**config.mk**
```make
export PLATFORM = sky130hd
export DESIGN_NAME = sh7604_ibus_initiator
export DESIGN_NICKNAME = d
export VERILOG_FILES = /design/src/rtl/sh7604_ibus_initiator.sv
export SDC_FILE = /design/constraint.sdc
export NUM_CORES = 1
export LEC_CHECK = 0
export ABC_AREA = 0
export CORE_MARGIN = 2
export CORE_UTILIZATION = 30
export CTS_CLUSTER_DIAMETER = 80
export DETAILED_ROUTE_END_ITERATION = 12
export GPL_TIMING_DRIVEN = 0
export PLACE_DENSITY_LB_ADDON = 0.3
export SETUP_SLACK_MARGIN = 0.05
export SLEW_MARGIN = 20
export SYNTH_ARGS = -nofsm -noshare
export SYNTH_HDL_FRONTEND = slang
export SYNTH_SLANG_ARGS = --single-unit
```
**constraint.sdc**
```tcl
create_clock -name CLK -period 4.6 [get_ports CLK]
set_input_delay 0.92 -clock CLK [delete_from_list [all_inputs] [get_ports CLK]]
set_output_delay 0.92 -clock CLK [all_outputs]
set_load 0.1 [all_outputs]
```
**src/rtl/sh7604_ibus_initiator.sv**
```systemverilog
// sh7604_ibus_initiator
//   Initiator end of the SH7604 on-chip peripheral bus (IBUS). One CPU-side
//   byte/word/long access to the FFFFFE00-FFFFFFFF register window is run as
//   a single IBUS transaction. The initiator steers byte lanes on writes and
//   returns right-justified, zero-extended data on reads.
//
//   Optional feature macro: SH7604_IBUS_TIMEOUT_EN. When it is defined, an
//   access is aborted with a BUS_ERR pulse after TIMEOUT consecutive CE_R
//   cycles of IBUS_BUSY. When it is undefined, ACCESS waits indefinitely and
//   BUS_ERR is tied low.
//
// Ports
//   CLK, RST         system clock, asynchronous active-high reset
//   CE_R, CE_F       rising/falling phase enables (state moves on CE_R only)
//   RES_N            synchronous manual reset, active-low, sampled on CE_R
//   CPU_A/DI/SZ/WE   access address, right-justified write data, size, write
//   CPU_REQ          access request, held until CPU_BUSY is low
//   CPU_DO           read data, right-justified and zero-extended
//   CPU_BUSY         stall back to the CPU
//   ADDR_ERR         one-CE_R pulse on a misaligned access
//   BUS_ERR          one-CE_R pulse on an IBUS timeout
//   IBUS_A/DO/BA     transaction address, lane-replicated data, lane enables
//   IBUS_WE/REQ      write strobe, transaction request
//   IBUS_DI          OR of the responders' read data
//   IBUS_BUSY        responder wait
//   IBUS_ACT         a responder decodes IBUS_A
//
// State    | meaning
// ---------+----------------------------------------------------------
// ST_IDLE  | no access in flight; waits for a selected CPU request
// ST_ACCESS| IBUS_REQ high from latched registers; waits out IBUS_BUSY
// ST_DONE  | releases the CPU for one CE_R, then returns to ST_IDLE

module sh7604_ibus_initiator #(
    parameter int unsigned TIMEOUT = 255
) (
    input  logic        CLK,
    input  logic        RST,
    input  logic        CE_R,
    input  logic        CE_F,
    input  logic        RES_N,
    input  logic [31:0] CPU_A,
    input  logic [31:0] CPU_DI,
    input  logic [1:0]  CPU_SZ,
    input  logic        CPU_WE,
    input  logic        CPU_REQ,
    output logic [31:0] CPU_DO,
    output logic        CPU_BUSY,
    output logic        ADDR_ERR,
    output logic        BUS_ERR,
    output logic [31:0] IBUS_A,
    output logic [31:0] IBUS_DO,
    output logic [3:0]  IBUS_BA,
    output logic        IBUS_WE,
    output logic        IBUS_REQ,
    input  logic [31:0] IBUS_DI,
    input  logic        IBUS_BUSY,
    input  logic        IBUS_ACT
);

    typedef enum logic [1:0] {
        ST_IDLE   = 2'd0,
        ST_ACCESS = 2'd1,
        ST_DONE   = 2'd2
    } state_t;

    state_t      state_q, state_d;
    logic [31:0] a_q, a_d;
    logic [31:0] do_q, do_d;
    logic [3:0]  ba_q, ba_d;
    logic [1:0]  sz_q, sz_d;
    logic        we_q, we_d;
    logic [31:0] cpu_do_q, cpu_do_d;
    logic        addr_err_q, addr_err_d;
`ifdef SH7604_IBUS_TIMEOUT_EN
    logic [7:0]  cnt_q, cnt_d;
    logic        bus_err_q, bus_err_d;
`endif

    logic        sel;
    logic        misaligned;
    logic [3:0]  lane_ba;
    logic [31:0] lane_do;
    logic [31:0] rd_data;

    // Request decode and lane steering for the access presented by the CPU.
    always_comb begin
        sel        = CPU_REQ && (CPU_A[31:9] == 23'h7FFFFF);
        misaligned = 1'b0;
        lane_ba    = 4'b1111;
        lane_do    = CPU_DI;
        case (CPU_SZ)
            2'b00: begin
                lane_ba = 4'b1000 >> CPU_A[1:0];
                lane_do = {4{CPU_DI[7:0]}};
            end
            2'b01: begin
                misaligned = CPU_A[0];
                lane_ba    = CPU_A[1] ? 4'b0011 : 4'b1100;
                lane_do    = {2{CPU_DI[15:0]}};
            end
            default: begin
                // 2'b11 is reserved and behaves as a long access
                misaligned = (CPU_A[1:0] != 2'b00);
            end
        endcase
    end

    // Right-justify the addressed big-endian lane of the responder data.
    always_comb begin
        rd_data = IBUS_DI;
        case (sz_q)
            2'b00: begin
                case (a_q[1:0])
                    2'b00:   rd_data = {24'd0, IBUS_DI[31:24]};
                    2'b01:   rd_data = {24'd0, IBUS_DI[23:16]};
                    2'b10:   rd_data = {24'd0, IBUS_DI[15:8]};
                    default: rd_data = {24'd0, IBUS_DI[7:0]};
                endcase
            end
            2'b01:   rd_data = a_q[1] ? {16'd0, IBUS_DI[15:0]} : {16'd0, IBUS_DI[31:16]};
            default: rd_data = IBUS_DI;
        endcase
        if (!IBUS_ACT) begin
            rd_data = 32'd0;
        end
    end

    always_comb begin
        state_d    = state_q;
        a_d        = a_q;
        do_d       = do_q;
        ba_d       = ba_q;
        sz_d       = sz_q;
        we_d       = we_q;
        cpu_do_d   = cpu_do_q;
        addr_err_d = addr_err_q;
`ifdef SH7604_IBUS_TIMEOUT_EN
        cnt_d      = cnt_q;
        bus_err_d  = bus_err_q;
`endif
        if (CE_R) begin
            // error strobes last exactly one CE_R period
            addr_err_d = 1'b0;
`ifdef SH7604_IBUS_TIMEOUT_EN
            bus_err_d  = 1'b0;
`endif
            if (!RES_N) begin
                state_d  = ST_IDLE;
                a_d      = 32'd0;
                do_d     = 32'd0;
                ba_d     = 4'd0;
                sz_d     = 2'd0;
                we_d     = 1'b0;
                cpu_do_d = 32'd0;
`ifdef SH7604_IBUS_TIMEOUT_EN
                cnt_d    = 8'd0;
`endif
            end else begin
                case (state_q)
                    ST_IDLE: begin
                        if (sel) begin
                            a_d      = CPU_A;
                            do_d     = lane_do;
                            ba_d     = lane_ba;
                            sz_d     = CPU_SZ;
                            we_d     = CPU_WE;
                            cpu_do_d = 32'd0;
`ifdef SH7604_IBUS_TIMEOUT_EN
                            cnt_d    = 8'd0;
`endif
                            if (misaligned) begin
                                state_d    = ST_DONE;
                                addr_err_d = 1'b1;
                            end else begin
                                state_d = ST_ACCESS;
                            end
                        end
                    end
                    ST_ACCESS: begin
                        if (!IBUS_BUSY) begin
                            state_d = ST_DONE;
                            if (!we_q) begin
                                cpu_do_d = rd_data;
                            end
                        end else begin
`ifdef SH7604_IBUS_TIMEOUT_EN
                            if ((cnt_q + 8'd1) == TIMEOUT[7:0]) begin
                                state_d   = ST_DONE;
                                bus_err_d = 1'b1;
                                cpu_do_d  = 32'd0;
                            end else begin
                                cnt_d = cnt_q + 8'd1;
                            end
`endif
                        end
                    end
                    ST_DONE: state_d = ST_IDLE;
                    default: state_d = ST_IDLE;
                endcase
            end
        end
    end

    always_ff @(posedge CLK or posedge RST) begin
        if (RST) begin
            state_q    <= ST_IDLE;
            a_q        <= 32'd0;
            do_q       <= 32'd0;
            ba_q       <= 4'd0;
            sz_q       <= 2'd0;
            we_q       <= 1'b0;
            cpu_do_q   <= 32'd0;
            addr_err_q <= 1'b0;
`ifdef SH7604_IBUS_TIMEOUT_EN
            cnt_q      <= 8'd0;
            bus_err_q  <= 1'b0;
`endif
        end else begin
            state_q    <= state_d;
            a_q        <= a_d;
            do_q       <= do_d;
            ba_q       <= ba_d;
            sz_q       <= sz_d;
            we_q       <= we_d;
            cpu_do_q   <= cpu_do_d;
            addr_err_q <= addr_err_d;
`ifdef SH7604_IBUS_TIMEOUT_EN
            cnt_q      <= cnt_d;
            bus_err_q  <= bus_err_d;
`endif
        end
    end

    assign IBUS_REQ = (state_q == ST_ACCESS);
    assign IBUS_WE  = (state_q == ST_ACCESS) && we_q;
    assign IBUS_A   = a_q;
    assign IBUS_DO  = do_q;
    assign IBUS_BA  = ba_q;
    assign CPU_DO   = cpu_do_q;
    assign CPU_BUSY = sel && (state_q != ST_DONE);
    assign ADDR_ERR = addr_err_q;

`ifdef SH7604_IBUS_TIMEOUT_EN
    assign BUS_ERR = bus_err_q;
`else
    assign BUS_ERR = 1'b0;
    logic unused_timeout;
    assign unused_timeout = |TIMEOUT;
`endif

    // Read data is simply sampled on the CE_R that ends ACCESS; CE_F is
    // only meaningful to the responders.
    logic unused_ce_f;
    assign unused_ce_f = CE_F;

endmodule
```
==> reports/metrics.cfg, run 1 <==
[timing]
slew_headroom = 0.315
hold_viol_final = 0
period_minus_slack_ps = 4370
finalCritPeriodShare = 0.949
worst_slew_pin_slew_ps = 1020
setup_ws_ps = 234
holdWs_ps = 483
fin_skew_ps = 12.4
drv_slew = 0
rsz0062_at_grt = false
setup_viol = 0
max_freq_mhz = 229

[detailed_routing]
drtPass1Iterations = 5
wl_mm = 19.2
vias_per_cell = 5.39
drc = 0
vias = 5173
dr.first_iter.drc_count = 322
wl_per_cell_um = 20.0
ant_nets = 0

[grt]
grt_pass1_wl_mm = 29.4
grt_max_degree = 67
grt_overflow_total = 0
grt_pass1_vias = 5309
grt_use_total = 0.204
antenna_found_initial = 0

[final_layout]
final_layout_size_suffix_gt1_frac = 0.0762
nNetsFinal = 837
final_area_um2 = 8090
syn2layout_area_growth_pct = 51.3
nFillCells = 1575
antennaDiodeCount = 0
fin_cells = 960

[setup_path]
worstPathRequired_ps = 3680
crit_family = buffers and inverters
timing.critical_path.buf_inv = 3
crit_slowest_cell = dlygate4sd2_1
worstSetupStartpointType = input port
arrival_ps = 3450
end_kind = primary output
cp_max_fo = 10
critPathKind = input port to primary output
crit_chain = clkdlybuf4s50_1 -> nand4_1 -> or4_4 -> buf_6 -> a2111oi_4 -> dlygate4sd2_1
max_stage_delay_ps = 900

[synth]
syn-cell-area_um2 = 5350
yosysWarningCount = 0
async_flop_share = 1.00
synth_flop_cell = dfrtp_1
synth.net_count = 616
ys_seq_elements = 106
ys_seq_area_frac = 0.496
netlist_instances = 509
synth_edf_count = 0
syn_avg_cell_area_um2 = 10.5
synth_cell_type_count = 49

[floorplanning]
io_pins = 212
dieWidth_um = 137
coreArea_um2 = 17400
die_h_um = 137
die_area_um2 = 18900
start_util = 0.308
fp-row-count = 48

[worst_hold_path]
hold_class = flip-flop to flip-flop

[clock_tree]
clk_pin_slew_ps = 80
cts-root-buf = clkbuf_16
cts_tree = yes
clock_latency_ps = 360
clock_sinks = 106
post-cts-setup-buffer-count = 0
clk_path_buf_depth = 2
cts_buffers = 9
cts.htree.levels = 3

[placement]
place_area_um2 = 7770
placed_cells = 944
portBuffers = 209
dp_hpwl_mm = 14.4
place_congestion = 0.848
dp_slack_ps = -64.8

[power_and_ir_drop]
p_total_mw = 2.09
vdd_drop_max_v = 0.000172
leakage_nw = 3.58
power_density_nw_per_um2 = 258

[flow_run]
drv_cap = 0

[run_status]
status = completed

worst register-to-register path: stages (launching register included):
cell and delay, ps:
dfrtp_1 360, buf_2 180, nand3b_1 470, nor3_2 590, clkbuf_1 450, a22oi_1 130, nand2_1 100
layout by cell type, fill, tap and decap left out, types with 10 or more instances in the layout:
master | netlist | routed
nand2_1 | 40 | 40
a22o_1 | 22 | 22
o211ai_1 | 42 | 42
nand3_1 | 14 | 14
a32o_1 | 16 | 16
o2bb2ai_2 | 10 | 10
clkdlybuf4s50_1 | 0 | 208
nor2_1 | 10 | 10
nand2b_1 | 18 | 18
inv_1 | 13 | 12
a22oi_1 | 16 | 16
a21o_1 | 24 | 24
o21ai_0 | 21 | 21
nor2b_1 | 13 | 13
dfrtp_1 | 106 | 106
clkbuf_1 | 35 | 35
stage by stage:
stage,TNS [ps],util
after detailed placement,-64.8,0.448
after global placement,-82930,0.446
after CTS,0,0.466
final,0,0.466
after global routing,0,0.466
after floorplan,0,-
area by class of cell:
class                      count  area [um2]  area share
inverter                      13        53.8     0.00665
buffer                        49         213      0.0263
timing repair buffer         210        2120       0.262
multi-input combinational    341        2450       0.303
clock inverter                 7        95.1      0.0118
sequential                   106        2650       0.328
clock buffer                   9         225      0.0278
tap                          225         282      0.0348
sequential cells by signal, summed over array words and instances (netlist names):
signal and cells:
ADDR_ERR 1, CPU_DO 32, IBUS_A 32, IBUS_BA 4, IBUS_DO 32, state_q 2, sz_q 2, we_q 1
cell usage after synthesis (2+ instances only):
cell,n,area (um2)
o2bb2ai_2,10,150
nand3b_1,2,15.0
mux4_2,2,45.0
o21ai_0,21,105
mux2i_1,8,80.1
nor2_1,10,37.5
o2111ai_1,5,43.8
nand2_1,40,150
clkbuf_1,35,131
a211o_1,8,70.1
buf_6,2,22.5
nand2b_1,18,113
buf_1,3,11.3
and2_1,9,56.3
nand4_1,6,37.5
buf_2,8,40.0
a32oi_1,2,17.5
a21boi_0,8,60.1
nor2b_1,13,81.3
a21oi_1,5,25.0
nor3_2,2,20.0
inv_1,13,48.8
a221o_1,2,20.0
nor4_1,2,12.5
a32o_1,16,160
dfrtp_1,106,2650
or3_1,4,25.0
o211ai_1,42,315
or3b_2,9,78.8
o21ai_1,2,10.0
nand3_1,14,70.1
a22o_1,22,193
nor3_1,5,25.0
a22oi_1,16,120
o21bai_1,2,15.0
a21o_1,24,180
final timing paths:
check / from / depth (start not counted) / end / slack (ps)
setup / recovery: CPU_A[10] / 6 / CPU_BUSY / 230
hold / removal: IBUS_A[10]$_DFFE_PP0P_ / 1 / IBUS_A[10]$_DFFE_PP0P_ / 480
setup reg to reg: state_q[1]$_DFFE_PP0P_ / 6 / CPU_DO[16]$_DFFE_PP0P_ / 2250
hold reg to reg: IBUS_A[10]$_DFFE_PP0P_ / 1 / IBUS_A[10]$_DFFE_PP0P_ / 480
max in group asynchronous: RST / 3 / CPU_DO[16]$_DFFE_PP0P_ / 2950
min in group asynchronous: RST / 2 / CPU_DO[8]$_DFFE_PP0P_ / 950
power breakdown:
| part | total, mW | switching [mW] | internal [mW] |
|---|---|---|---|
| registers | 0.948 | 0.00809 | 0.939 |
| logic | 0.308 | 0.181 | 0.127 |
| clock network | 0.836 | 0.396 | 0.439 |
per-layer routing:
layer  up-vias  global-route usage  wire (um)
met1      2584               0.267       8310
met5         -                   0          0
li1       2352                   -          -
met3        19              0.0618       1690
met4         0              0.0613        280
met2       218               0.326       8880
what timing repair did:
action,CTS,global route
hold endpoints to repair,0,0
endpoints found under the setup margin,1,0
gates resized for setup,1,0
hold buffers,0,0
logic make-up (layout without fill, tap and decap cells):
kind of cell           count (synthesis)  count (layout)  share of synthesized area
DFF                                  106             106                      0.496
muxes                                 10              10                     0.0234
other                                  1               1                   0.000701
buffers and inverters                 62             288                     0.0489
AOI/OAI and AO/OA                    191             191                      0.287
and+or+nand+nor                      139             139                      0.143
Note: power is estimated with default switching activity, not from simulation.
==> run 2: changes to the inputs <==
- CTS_BUF_LIST: unset -> sky130_fd_sc_hd__clkbuf_4
==> reports/metrics.cfg, run 2 (synthesis results as in run 1) <==
[timing]
slew_headroom = 0.315  ; about the same
hold_viol_final = 0  ; unchanged
rsz0062_at_grt = false
worst_slew_pin_slew_ps = 1020  ; -0.349 ps
setup_ws_ps = 236  ; +1.69 ps
tns_ps = 0  ; unchanged
fin_skew_ps = 27.7  ; +15.3 ps
finalCritPeriodShare = 0.949  ; about the same
max_freq_mhz = 229  ; about the same
period_minus_slack_ps = 4360  ; -1.69 ps
setup_viol = 0  ; unchanged
drv_slew = 0  ; unchanged

[grt]
grt_pass1_vias = 5307  ; -0.038%
grt_pass1_wl_mm = 29.3  ; -0.26%
grt_max_degree = 67  ; unchanged
grt_use_total = 0.204  ; -0.000393
antenna_found_initial = 1  ; +1
grt_overflow_total = 0  ; unchanged

[detailed_routing]
drtPass1Iterations = 5  ; unchanged
met3_length_mm = 1.74  ; +2.9%
highest_layer = met4
ant_nets = 0  ; unchanged
dr.first_iter.drc_count = 295  ; -8.4%
vias_per_cell = 5.35  ; -0.63%
vias = 5146  ; -0.52%
drc = 0  ; unchanged
wl_mm = 19.1  ; about the same
wl_per_cell_um = 19.9  ; -0.16%
route.layer.met1.wl_mm = 8.24  ; -0.87%
wl_met2_mm = 8.87  ; about the same

[floorplanning]
coreArea_um2 = 17400  ; unchanged
die_h_um = 137  ; unchanged
fp-row-count = 48  ; unchanged
dieWidth_um = 137  ; unchanged
die_area_um2 = 18900  ; unchanged
io_pins = 212  ; unchanged
start_util = 0.308  ; unchanged

[clock_tree]
cts_buffers = 9  ; unchanged
clock_sinks = 106  ; unchanged
clock_latency_ps = 510  ; +150 ps
cts_tree = yes
cts-root-buf = clkbuf_4
hold_buffers = 0  ; unchanged
cts.htree.levels = 3  ; unchanged
clk_pin_slew_ps = 180  ; +100 ps
clk_path_buf_depth = 2  ; unchanged

[setup_path]
crit_family = buffers and inverters
cp_max_fo = 10  ; unchanged
timing.critical_path.buf_inv = 3  ; unchanged
max_stage_delay_ps = 900  ; about the same
crit_slowest_cell = dlygate4sd2_1
crit_chain = clkdlybuf4s50_1 -> nand4_1 -> or4_4 -> buf_6 -> a2111oi_4 -> dlygate4sd2_1
worstSetupStartpointType = input port
worstPathRequired_ps = 3680  ; about the same
end_kind = primary output
critPathKind = input port to primary output
arrival_ps = 3440  ; about the same

[placement]
dp_hpwl_mm = 14.4  ; unchanged
portBuffers = 209  ; unchanged
place_congestion = 0.848  ; unchanged
dp_slack_ps = -64.8  ; unchanged

[final_layout]
final_layout_size_suffix_gt1_frac = 0.0762  ; unchanged
final_common_cell = clkdlybuf4s50_1
syn2layout_area_growth_pct = 48.4
nNetsFinal = 837  ; unchanged
final_core_util = 0.457  ; -0.00894
final_cell_mix = 208 x clkdlybuf4s50_1, 106 x dfrtp_1, 42 x o211ai_1

[run_status]
status = completed

[power_and_ir_drop]
p_total_mw = 1.80  ; -14%
power_density_nw_per_um2 = 227  ; -12%
vdd_drop_max_v = 0.000111  ; -36%
leakage_nw = 3.51  ; -1.9%

[flow_run]
drv_cap = 0  ; unchanged

[worst_hold_path]
hold_class = flip-flop to flip-flop

==> run 2: cell types whose count changed in the layout (fill, tap and decap cells not counted), sizes merged <==
cell,previous run,this run
diode,0,1
==> run 2: final timing paths <==
| kind | start | endpoint | slack, ps | depth (start not counted) |
|---|---|---|---|---|
| min in group asynchronous | RST | CPU_DO[9]$_DFFE_PP0P_ | 770 | 2 |
| max in group asynchronous | RST | CPU_DO[16]$_DFFE_PP0P_ | 3120 | 3 |
| setup reg to reg | state_q[1]$_DFFE_PP0P_ | CPU_DO[16]$_DFFE_PP0P_ | 2270 | 6 |
| hold reg to reg | IBUS_A[29]$_DFFE_PP0P_ | IBUS_A[29]$_DFFE_PP0P_ | 500 | 1 |
| hold / removal | IBUS_A[29]$_DFFE_PP0P_ | IBUS_A[29]$_DFFE_PP0P_ | 500 | 1 |
| setup / recovery | CPU_A[10] | CPU_BUSY | 240 | 6 |
==> run 2: power breakdown <==
group          switching [mW]  total (mW)  internal (mW)
Clock                   0.364       0.546          0.182
Combinational           0.181       0.308          0.127
Sequential            0.00811       0.949          0.941
==> run 2: repair_timing <==
action	CTS	global route
buffers inserted	0	0
setup endpoints to repair	1	0
gates resized for setup	1	0
==> run 2: per-layer routing <==
layer / GRT usage / vias to the layer above
met5: 0 / -
met4: 0.0556 / 0
met3: 0.0651 / 20
met2: 0.327 / 223
met1: 0.265 / 2547
li1: - / 2356
==> run 2: worst register-to-register path, cell delays in order (launching register included) <==
cell and delay, ps:
dfrtp_1 400, buf_2 180, nand3b_1 480, nor3_2 570, clkbuf_1 430, a22oi_1 120
nand2_1 90
==> run 2: area by class of cell <==
type,instances,area (um2)
sequential,106,2650
tap,225,282
timing repair buffer,210,2120
buffer,49,213
clock buffer,9,67.6
clock inverter,7,95.1
inverter,13,53.8
multi-input combinational,341,2450
antenna,1,2.50
fill,1590,9420
==> run 2: per-stage QoR <==
stage	hold WS, ps	cells	cell area [um2]
2_1_floorplan	503	509	5370
3_3_place_gp	460	943	7740
3_5_place_dp	465	944	7770
4_1_cts	506	960	7930
5_1_grt	526	961	7940
6_report	502	961	7940
==> run 3: changes to the inputs <==
- SETUP_SLACK_MARGIN: 0.05 -> 0.15
==> results of run 3 <==
No change in the layout: final DEF, timing and power equal those of run 2.
